### config.mk
export PLATFORM = sky130hd
export DESIGN_NAME = tdm_demux1_4
export DESIGN_NICKNAME = d
export VERILOG_FILES = /design/src/rtl/tdm_pkg.sv /design/src/rtl/tdm_slot_counter.sv /design/src/rtl/tdm_demux1_4.sv
export SDC_FILE = /design/constraint.sdc
export NUM_CORES = 1
export LEC_CHECK = 0
export BUFFER_PORTS_ARGS = -buffer_cell sky130_fd_sc_hd__buf_2
export CORE_UTILIZATION = 48
export DETAILED_ROUTE_END_ITERATION = 10
export MAX_ROUTING_LAYER = met4
export PLACE_DENSITY = 0.78
export SLEW_MARGIN = 20
export SYNTH_ARGS = -nofsm -noshare
export SYNTH_HDL_FRONTEND = slang
export SYNTH_SLANG_ARGS = --single-unit
### constraint.sdc
create_clock -name clk -period 2.4 [get_ports clk]
set_input_delay 0.12 -clock clk [delete_from_list [all_inputs] [get_ports clk]]
set_output_delay 0.12 -clock clk [all_outputs]
set_load 0.05 [all_outputs]
### src/rtl/tdm_pkg.sv
// Shared definitions for the 4-slot TDM receive path.
package tdm_pkg;

  typedef enum logic {
    HUNT   = 1'b0,
    LOCKED = 1'b1
  } tdm_state_e;

  localparam int TDM_SLOTS = 4;
  localparam int SLOT_W    = 2;

endpackage

### src/rtl/tdm_slot_counter.sv
// 2-bit wrapping slot counter; clear and load-to-1 are steered by the demux FSM.
module tdm_slot_counter
  import tdm_pkg::*;
(
  input  logic              clk,
  input  logic              rst,
  input  logic              clr_i,
  input  logic              load1_i,
  input  logic              inc_i,
  output logic [SLOT_W-1:0] slot_o
);

  logic [SLOT_W-1:0] slot_q, slot_d;

  // Priority: clear, then load-to-1 (sync realign), then increment.
  always_comb begin
    slot_d = slot_q;
    if (clr_i) begin
      slot_d = '0;
    end else if (load1_i) begin
      slot_d = SLOT_W'(1);
    end else if (inc_i) begin
      slot_d = slot_q + SLOT_W'(1);
    end
  end

  always_ff @(posedge clk) begin
    if (rst) begin
      slot_q <= '0;
    end else begin
      slot_q <= slot_d;
    end
  end

  assign slot_o = slot_q;

endmodule

### src/rtl/tdm_demux1_4.sv
// 1:4 time-division demultiplexer: locks to the slot-0 sync marker and
// publishes all four channels together once per complete frame.
module tdm_demux1_4
  import tdm_pkg::*;
#(
  parameter int W = 8
) (
  input  logic              clk,
  input  logic              rst,
  input  logic [W-1:0]      din,
  input  logic              sync,
  output logic [W-1:0]      out0,
  output logic [W-1:0]      out1,
  output logic [W-1:0]      out2,
  output logic [W-1:0]      out3,
  output logic [SLOT_W-1:0] sel,
  output logic              frame_valid,
  output logic              locked,
  output logic              sync_err
);

  localparam logic [SLOT_W-1:0] LAST_SLOT = SLOT_W'(TDM_SLOTS - 1);

  tdm_state_e        state_q, state_d;
  logic [SLOT_W-1:0] slot;
  logic              cnt_clr, cnt_load1, cnt_inc;
  logic [2:0]        sh_we;
  logic              out_we;
  logic              fv_d, fv_q;
  logic              err_d, err_q;
  logic [W-1:0]      shadow_q [3];
  logic [W-1:0]      out_q    [4];

  tdm_slot_counter u_slot_counter (
    .clk     (clk),
    .rst     (rst),
    .clr_i   (cnt_clr),
    .load1_i (cnt_load1),
    .inc_i   (cnt_inc),
    .slot_o  (slot)
  );

  always_comb begin
    state_d   = state_q;
    cnt_clr   = 1'b0;
    cnt_load1 = 1'b0;
    cnt_inc   = 1'b0;
    sh_we     = 3'b000;
    out_we    = 1'b0;
    fv_d      = 1'b0;
    err_d     = 1'b0;
    unique case (state_q)
      HUNT: begin
        if (sync) begin
          sh_we[0]  = 1'b1;
          cnt_load1 = 1'b1;
          state_d   = LOCKED;
        end else begin
          cnt_clr = 1'b1;
        end
      end
      LOCKED: begin
        if (sync && slot != '0) begin
          // Early sync: drop the partial frame and realign on this sample.
          err_d     = 1'b1;
          sh_we[0]  = 1'b1;
          cnt_load1 = 1'b1;
        end else if (!sync && slot == '0) begin
          err_d   = 1'b1;
          cnt_clr = 1'b1;
          state_d = HUNT;
        end else begin
          cnt_inc = 1'b1;
          if (slot == LAST_SLOT) begin
            out_we = 1'b1;
            fv_d   = 1'b1;
          end else begin
            case (slot)
              2'd0:    sh_we = 3'b001;
              2'd1:    sh_we = 3'b010;
              default: sh_we = 3'b100;
            endcase
          end
        end
      end
      default: begin
        state_d = HUNT;
        cnt_clr = 1'b1;
      end
    endcase
  end

  always_ff @(posedge clk) begin
    if (rst) begin
      state_q <= HUNT;
      fv_q    <= 1'b0;
      err_q   <= 1'b0;
    end else begin
      state_q <= state_d;
      fv_q    <= fv_d;
      err_q   <= err_d;
    end
  end

  always_ff @(posedge clk) begin
    if (rst) begin
      for (int i = 0; i < 3; i++) shadow_q[i] <= '0;
    end else begin
      for (int i = 0; i < 3; i++) begin
        if (sh_we[i]) shadow_q[i] <= din;
      end
    end
  end

  // Slot 3 bypasses the shadow bank so the frame publishes one edge after its last sample.
  always_ff @(posedge clk) begin
    if (rst) begin
      for (int i = 0; i < 4; i++) out_q[i] <= '0;
    end else if (out_we) begin
      out_q[0] <= shadow_q[0];
      out_q[1] <= shadow_q[1];
      out_q[2] <= shadow_q[2];
      out_q[3] <= din;
    end
  end

  assign out0        = out_q[0];
  assign out1        = out_q[1];
  assign out2        = out_q[2];
  assign out3        = out_q[3];
  assign frame_valid = fv_q;
  assign sync_err    = err_q;
  assign locked      = (state_q == LOCKED);
  assign sel         = (state_q == LOCKED) ? slot : '0;

endmodule
## Word-level counts from Yosys, hierarchy flattened

Memory sizes are Yosys's and may differ from the RTL's.
Cells that the tools add are included.

| storage, ports and cells | value |
|---|---|
| register bits | 5 |
| latch bits | 0 |
| RAM bits | 56 |
| ROM bits | 0 |
| input bits | 11 |
| output and inout port bits | 37 |
| word-level logic and storage cells | 75 |
| memories kept | 2 |

Memory list:

| memory | words | width | rd ports | clocked after Yosys merged registers in | write ports | RTL line | text |
|---|---|---|---|---|---|---|---|
| out_q | 4 | 8 | 4 | 0 | 4 | tdm_demux1_4.sv:32 | `logic [W-1:0] out_q [4];` |
| shadow_q | 3 | 8 | 3 | 0 | 3 | tdm_demux1_4.sv:31 | `logic [W-1:0] shadow_q [3];` |

| cells by class | value |
|---|---|
| $add $sub $neg | 1 |
| $mul | 0 |
| div/mod/pow operators | 0 |
| magnitude comparators | 0 |
| equal/unequal tests | 2 |
| shifts and indexed selects | 0 |
| mux-type cells | 48 |
| bitwise logic cells | 8 |
| reduce and logical (&&, ||, !) cells | 9 |

Operator list:

| operator | count |
|---|---|
| 8-bit 2-to-1 mux | 7 |
| 1-bit 2-to-1 mux | 31 |
| 1-bit case mux with 2 select lines | 4 |
| 1-bit bitwise OR | 7 |
| 2-bit 2-to-1 mux | 3 |
| 3-bit 2-to-1 mux | 2 |
| 3-bit case mux with 2 select lines | 1 |
| 2-bit nonzero test | 2 |
| 2-bit OR reduction | 2 |
| 3-bit OR reduction | 1 |
| 2-bit by 1-bit adder with 2-bit output, second input constant | 1 |
| 2-bit by 1-bit == test with 1-bit output, second input constant | 1 |
| 2-bit == test, second input constant | 1 |
| 1-bit logical AND | 2 |
| 2-bit logical NOT | 1 |
| 1-bit logical NOT | 1 |
| 1-bit inverter | 1 |

## Longest topological paths before layout

Gate-level depths: netlist of the first run.

| depth | value |
|---|---|
| depth in word-level cells | 10 |
| gate-level depth with buffers | 8 |
| gate-level depth less buffers | 7 |

## Cells and area by module

A second synthesis of the first run with hierarchy kept.

| unflattened totals | value |
|---|---|
| cell total of the unflattened synthesis | 138 |
| area, all modules | 2303.5 um^2 |

Modules (own cells, without submodules):

| module | times used | cells each | area each (um^2) |
|---|---|---|---|
| tdm_demux1_4 | 1 | 130 | 2210.9 |
| tdm_slot_counter | 1 | 8 | 92.6 |

## Worst setup path after synthesis of the first run

OpenSTA, ideal clock, no wires.

| timing path | value |
|---|---|
| path kind | reg2reg |
| from | register u_slot_counter.slot_q[0] (netlist: u_slot_counter.slot_o[0]) |
| to | memory out_q[0][0], enable pin |
| arrival | 1.864 ns |
| data required time | 2.012 ns |
| slack | 0.148 ns |
| cell stages (with the launch flop) | 7 |
| path buffers | 0 |
| clock period less this slack | 2.252 ns |
| cell sequence | dfxtp_1 inv_1 ha_1 inv_1 ha_1 nor2b_1 a21o_1 |

RTL lines:

| item | RTL line | text |
|---|---|---|
| start, declared | tdm_slot_counter.sv:13 | `logic [SLOT_W-1:0] slot_q, slot_d;` |
| start signal, assigned | tdm_slot_counter.sv:31 | `slot_q <= slot_d;` |
| end, declared | tdm_demux1_4.sv:32 |  |

==> metrics.txt, run 1 <==
RR Startpoint=u_slot_counter.slot_o[0]; vias in the first global route=1147; CTS Buffer Depth=2; Netlist cell types=20; min-delay worst type=input pin to flop; drc violations=0; syn_area_per_cell=16.8 sq um; port buffer count=47; CTS H-tree lvls=3; clk_skew=0.00601 ns; post-synthesis simple-gate area fraction=15.1%; Synth async-reset ratio=0%; register area share after synthesis=75.3%; worst setup path end=shadow_q[0][6]; FF-to-FF End=shadow_q[0][6]; antenna-violating nets left=0; clock slew at reported path FFs=0.06 ns; min Tclk post-route=2.13 ns; clock root cell=clkbuf_8; Starting DRT DRC Count=52; pwr/cell area=758 mW/mm^2; Mapped Cells=141; CP max stage delay=0.64 ns; Commonest cells post-synth=edfxtp_1 (56), and2_1 (42), ha_1 (8); hold path depth=2; top cell type's share of synthesized area=71.1%; clock sink count=61; Post-Synth Adder-Cell Area=4.23%; RD Place Congestion=0.749; RSZ-0062 raised after global routing=no; post-synthesis mux area share=0%; worst skew pair latency=0.33 ns; # hold bufs at CTS=0; core area=0.00472 sq mm; Routed WL per cell=12.5 um; post-detail-place hpwl=2230 um; main flop type after synthesis=edfxtp_1; nets@finish=217; P_leak=1.21 nW; Remaining Overflow, GRT=0; fmax=469 MHz; CTS tree=done; total stage count of the critical path=6; CP bufs+invs=2; final period utilization=88.8%; row count=25; count leader, synth=edfxtp_1; Final Power=0.00214 W; vias per inst=4.56; share of cells above drive strength 1=30.5%; Startpoint Class=flop; Ys Warns=0; DRT Wirelength=3390 um; largest family of logic cells by synthesized area=simple AND/OR/NAND/NOR gates; Worst Path Arrival=2.08 ns; Setup TNS=0 ns; total track usage=15.3%; TritonCTS buffer count=9; # diodes=0; slew margin rel.=47.7%; CP cell instances=inv_1 -> ha_1 -> inv_1 -> ha_1 -> nor3b_1 -> o21bai_1; Setup-failing EPs final=0; Starting Density=50.1%; Tightest Pin Transition=0.783 ns; largest net degree at the start of global routing=34; Pre-antenna DRT Iters=4; post-layout instance area=0.00282 sq mm; worst path required time=2.35 ns; IO Pins=48; top cells by area, synth=edfxtp_1 (71%), and2_1 (11%), dfxtp_1 (4.2%); Area after DPL=0.00267 sq mm; status=finished clean; Setup crit end kind=flop; max-slew violations=0; Post-CTS Setup Inserts=0; crit-path max FO=8; syn_nets=160; initial antenna violation count=0; Max stage delay cell, worst path=o21bai_1; Synth area leader=edfxtp_1; r2r worst-path depth=6; P&R area growth vs syn=19.1%; post-synthesis xor/xnor area fraction=0%; R2R Setup Slk=0.27 ns; Hold Fails Final Rpt=0; synthesized area=0.00236 sq mm; Die W=72.2 um; CP Launch Point=u_slot_counter.slot_o[0]; first-pass GRT wire length=5370 um; Die ar.=0.00521 sq mm; #FFs+latches synth=61; quantity of gates resized following cts=0; EDFF count, synth=56; DR vias=1231; maximum vdd drop=0.000322 V; crit path kind=flop to flop; Max Cap Viol=0; die height=72.2 um; complex-gate fraction of the synthesized area=3.12%; Worst path top cell family by delay=compound AO/OA/AOI/OAI gates
-- routing by layer --
layer	global-route usage, %	routed length [um]
met1	17.5	1480
met2	22.2	1640
met3	4.58	180
met4	12.4	86
met5	-	0
-- sequential cells by signal (all words and copies together), names as in the netlist --
name,cells
frame_valid,1
locked,1
out_q,32
shadow_q,24
sync_err,1
u_slot_counter.slot_o,2
-- kinds of logic (layout without fill, tap and decap cells) --
logic type | Yosys count | in the layout
flops | 61 | 61
simple gates | 55 | 55
fa+ha+maj | 8 | 8
compound gates | 9 | 9
buf+inv | 8 | 70
-- final cells by class --
class | instances | area [sq um]
clock buffers | 13 | 139
fillers | 371 | 1910
well taps | 67 | 83.8
repair buffers | 49 | 250
flip-flops and latches | 61 | 1780
inverters | 5 | 18.8
multi-input cells | 72 | 531
clock inverters | 3 | 12.5
-- layout by cell type, fill, tap and decap left out, types with 3 or more instances in the layout --
| cell | synthesis | layout |
|---|---|---|
| ha_1 | 8 | 8 |
| clkbuf_1 | 0 | 4 |
| nor2_1 | 3 | 3 |
| and2_1 | 42 | 42 |
| buf_2 | 0 | 47 |
| nor3b_1 | 3 | 3 |
| clkbuf_8 | 0 | 9 |
| inv_1 | 5 | 5 |
| edfxtp_1 | 56 | 56 |
| a21o_1 | 3 | 3 |
| dfxtp_1 | 5 | 5 |
-- power breakdown --
group / total, W / switching [W] / internal, W / leakage [nW]
registers: 0.00123 / 0.0000150 / 0.00122 / 0.625
logic: 0.000182 / 0.000138 / 0.0000445 / 0.513
clock network: 0.000719 / 0.000352 / 0.000367 / 0.0765
-- how the worst min path moves through the flow --
stage	slack [ns]	startpoint	end
after floorplan	0.20	rst	sync_err
after global placement	0.41	rst	sync_err
after detailed placement	0.42	rst	sync_err
after CTS	0.07	rst	sync_err
after global routing	0.07	rst	sync_err
final	0.09	din[7]	out_q[3][7]
-- per-stage QoR --
stage	hold slack, ns	setup slack [ns]	utilization, %	cells
after floorplan	0.196	0.148	-	141
after detailed placement	0.416	0.259	56.4	254
final	0.0866	0.269	59.6	270
after global routing	0.0749	0.0612	59.6	270
after CTS	0.0680	0.247	59.6	270
after global placement	0.413	0.325	56.4	254
No activity file was read; power rests on OpenSTA's default activity.
==> run 2, diff against run 1 <==
- RECOVER_POWER: not set -> 50
==> metrics.txt, run 2 (synthesized netlist as in run 1, its figures left out) <==
status=finished clean; # diodes=0 (unchanged); antenna-violating nets left=0 (unchanged); vias in the first global route=1147 (unchanged); CTS H-tree lvls=3 (unchanged); clk_skew=0.00654 ns (+0.000527 ns); Die W=72.2 um (unchanged); clock root cell=clkbuf_8; Pint=0.00162 W (-0.45%); Starting Density=50.1% (unchanged); worst path required time=2.58 ns (+0.23 ns); Pre-antenna DRT Iters=4 (unchanged); nets@finish=217 (unchanged); post-detail-place hpwl=2230 um (unchanged); maximum vdd drop=0.000340 V (+5.5%); DR vias=1230 (-0.081%); P&R area growth vs syn=16.9%; Clk network pwr share=33.8% (about the same); TritonCTS buffer count=9 (unchanged); clock sink count=61 (unchanged); worst skew pair latency=0.33 ns (about the same); # hold bufs at CTS=0 (unchanged); CP bufs+invs=2 (unchanged); core area=0.00472 sq mm (unchanged); FILL cells=398 (+7.3%); fmax=465 MHz (-0.94%); die height=72.2 um (unchanged); Routed WL per cell=12.7 um (+0.91%); P_leak=1.08 nW (-11%); IO Pins=48 (unchanged); initial antenna violation count=0 (unchanged); RSZ-0062 raised after global routing=no; sequential cell fraction of total power=58.0% (+0.2 points); Max stage delay cell, worst path=or3b_1; number of flip-flops under the largest register name=32 (unchanged); pwr/cell area=770 mW/mm^2 (+1.6%); Hold Fails Final Rpt=0 (unchanged); total track usage=15.3% (unchanged); Die ar.=0.00521 sq mm (unchanged); share of cells above drive strength 1=11.8% (-19 points); RD Place Congestion=0.749 (unchanged); Setup-failing EPs final=0 (unchanged); Setup crit end kind=flop; Max Cap Viol=0 (unchanged); max-slew violations=0 (unchanged); CTS Buffer Depth=2 (unchanged); Tightest Pin Transition=0.788 ns (+0.00517 ns); Remaining Overflow, GRT=0 (unchanged); post-route setup slack=0.249 ns (-0.0203 ns); row count=25 (unchanged); drc violations=0 (unchanged); Logic pwr share=8.2% (-0.3 points); Switching Fraction=23.7% (+0.12 points); crit-path max FO=8 (unchanged); crit path kind=flop to flop; Post-CTS Setup Inserts=0 (unchanged); min Tclk post-route=2.15 ns (+0.0203 ns); switching power=0.000506 W (+0.21%); slew margin rel.=47.3% (-0.35 points); Worst Path Arrival=2.33 ns (+0.25 ns); vias per inst=4.56 (about the same); Starting DRT DRC Count=51 (-1.9%); commonest non-fill, non-tap cells in the layout=edfxtp_1 (56), and2_1 (42), clkbuf_1 (41), buf_2 (10), clkbuf_8 (9); first-pass GRT wire length=5370 um (unchanged); most common cell after layout, fill and taps aside=edfxtp_1; Setup TNS=0 ns (unchanged); quantity of gates resized following cts=0 (unchanged); Worst path top cell family by delay=simple AND/OR/NAND/NOR gates; largest net degree at the start of global routing=34 (unchanged); min-delay worst type=input pin to flop; port buffer count=47 (unchanged); CTS tree=done; clock slew at reported path FFs=0.06 ns (about the same); CP cell instances=inv_1 -> ha_1 -> inv_1 -> ha_1 -> or3b_1 -> o32ai_2 -> and2_1; CP max stage delay=0.47 ns (-0.17 ns); Biggest register=out_q; Final Power=0.00213 W (-0.29%); Setup WS pre-CTS=0.259 ns (unchanged); Startpoint Class=flop; DRT Wirelength=3420 um (+0.91%); final period utilization=89.6% (+0.85 points)
## run 2: cell types whose count changed in the layout (fill, tap and decap cells not counted), sizes merged
cell,delta
buf,-38
clkbuf,+38
## run 2: final timing paths
kind	startpoint	endpoint	slack [ns]	cells past startpoint
worst max-delay path	u_slot_counter.slot_o[0]	shadow_q[0][18]	0.25	7
worst min-delay path	din[7]	out_q[3][7]	0.09	2
worst max register to register	u_slot_counter.slot_o[0]	shadow_q[0][18]	0.25	7
worst min register to register	shadow_q[0][16]	out_q[2][0]	0.52	1
## run 2: metrics by stage
| step | instances | hold slack [ns] | cell area [sq um] | util [%] |
|---|---|---|---|---|
| final | 270 | 0.0868 | 2770 | 58.5 |
| after global routing | 270 | 0.0716 | 2770 | 58.5 |
| after CTS | 270 | 0.0680 | 2820 | 59.6 |
| after detailed placement | 254 | 0.416 | 2670 | 56.4 |
| after global placement | 254 | 0.413 | 2670 | 56.4 |
| after floorplan | 141 | 0.196 | 2360 | - |
## run 2: final cells by class
cell class	count	area, sq um	area share (%)
clock buffers	13	139	5.02
multi-input cells	72	528	19.1
repair buffers	49	201	7.29
flip-flops and latches	61	1780	64.4
well taps	67	83.8	3.03
inverters	5	18.8	0.679
clock inverters	3	12.5	0.452
## run 2: metal layers
layer,routed length [um],GRT usage (%),vias up
li1,-,-,612
met1,1510,17.5,569
met2,1640,22.2,40
met3,188,4.58,9
met4,86,12.4,0
met5,0,-,-
## run 2: power groups by stage
stage / registers, W / clock network (W) / logic (W)
floorplan: 0.00133 / 0 / 0.0000573
global placement: 0.00126 / 0 / 0.000181
detailed placement: 0.00126 / 0 / 0.000183
CTS: 0.00124 / 0.000730 / 0.000184
global route: 0.00124 / 0.000776 / 0.000187
finish: 0.00123 / 0.000719 / 0.000175
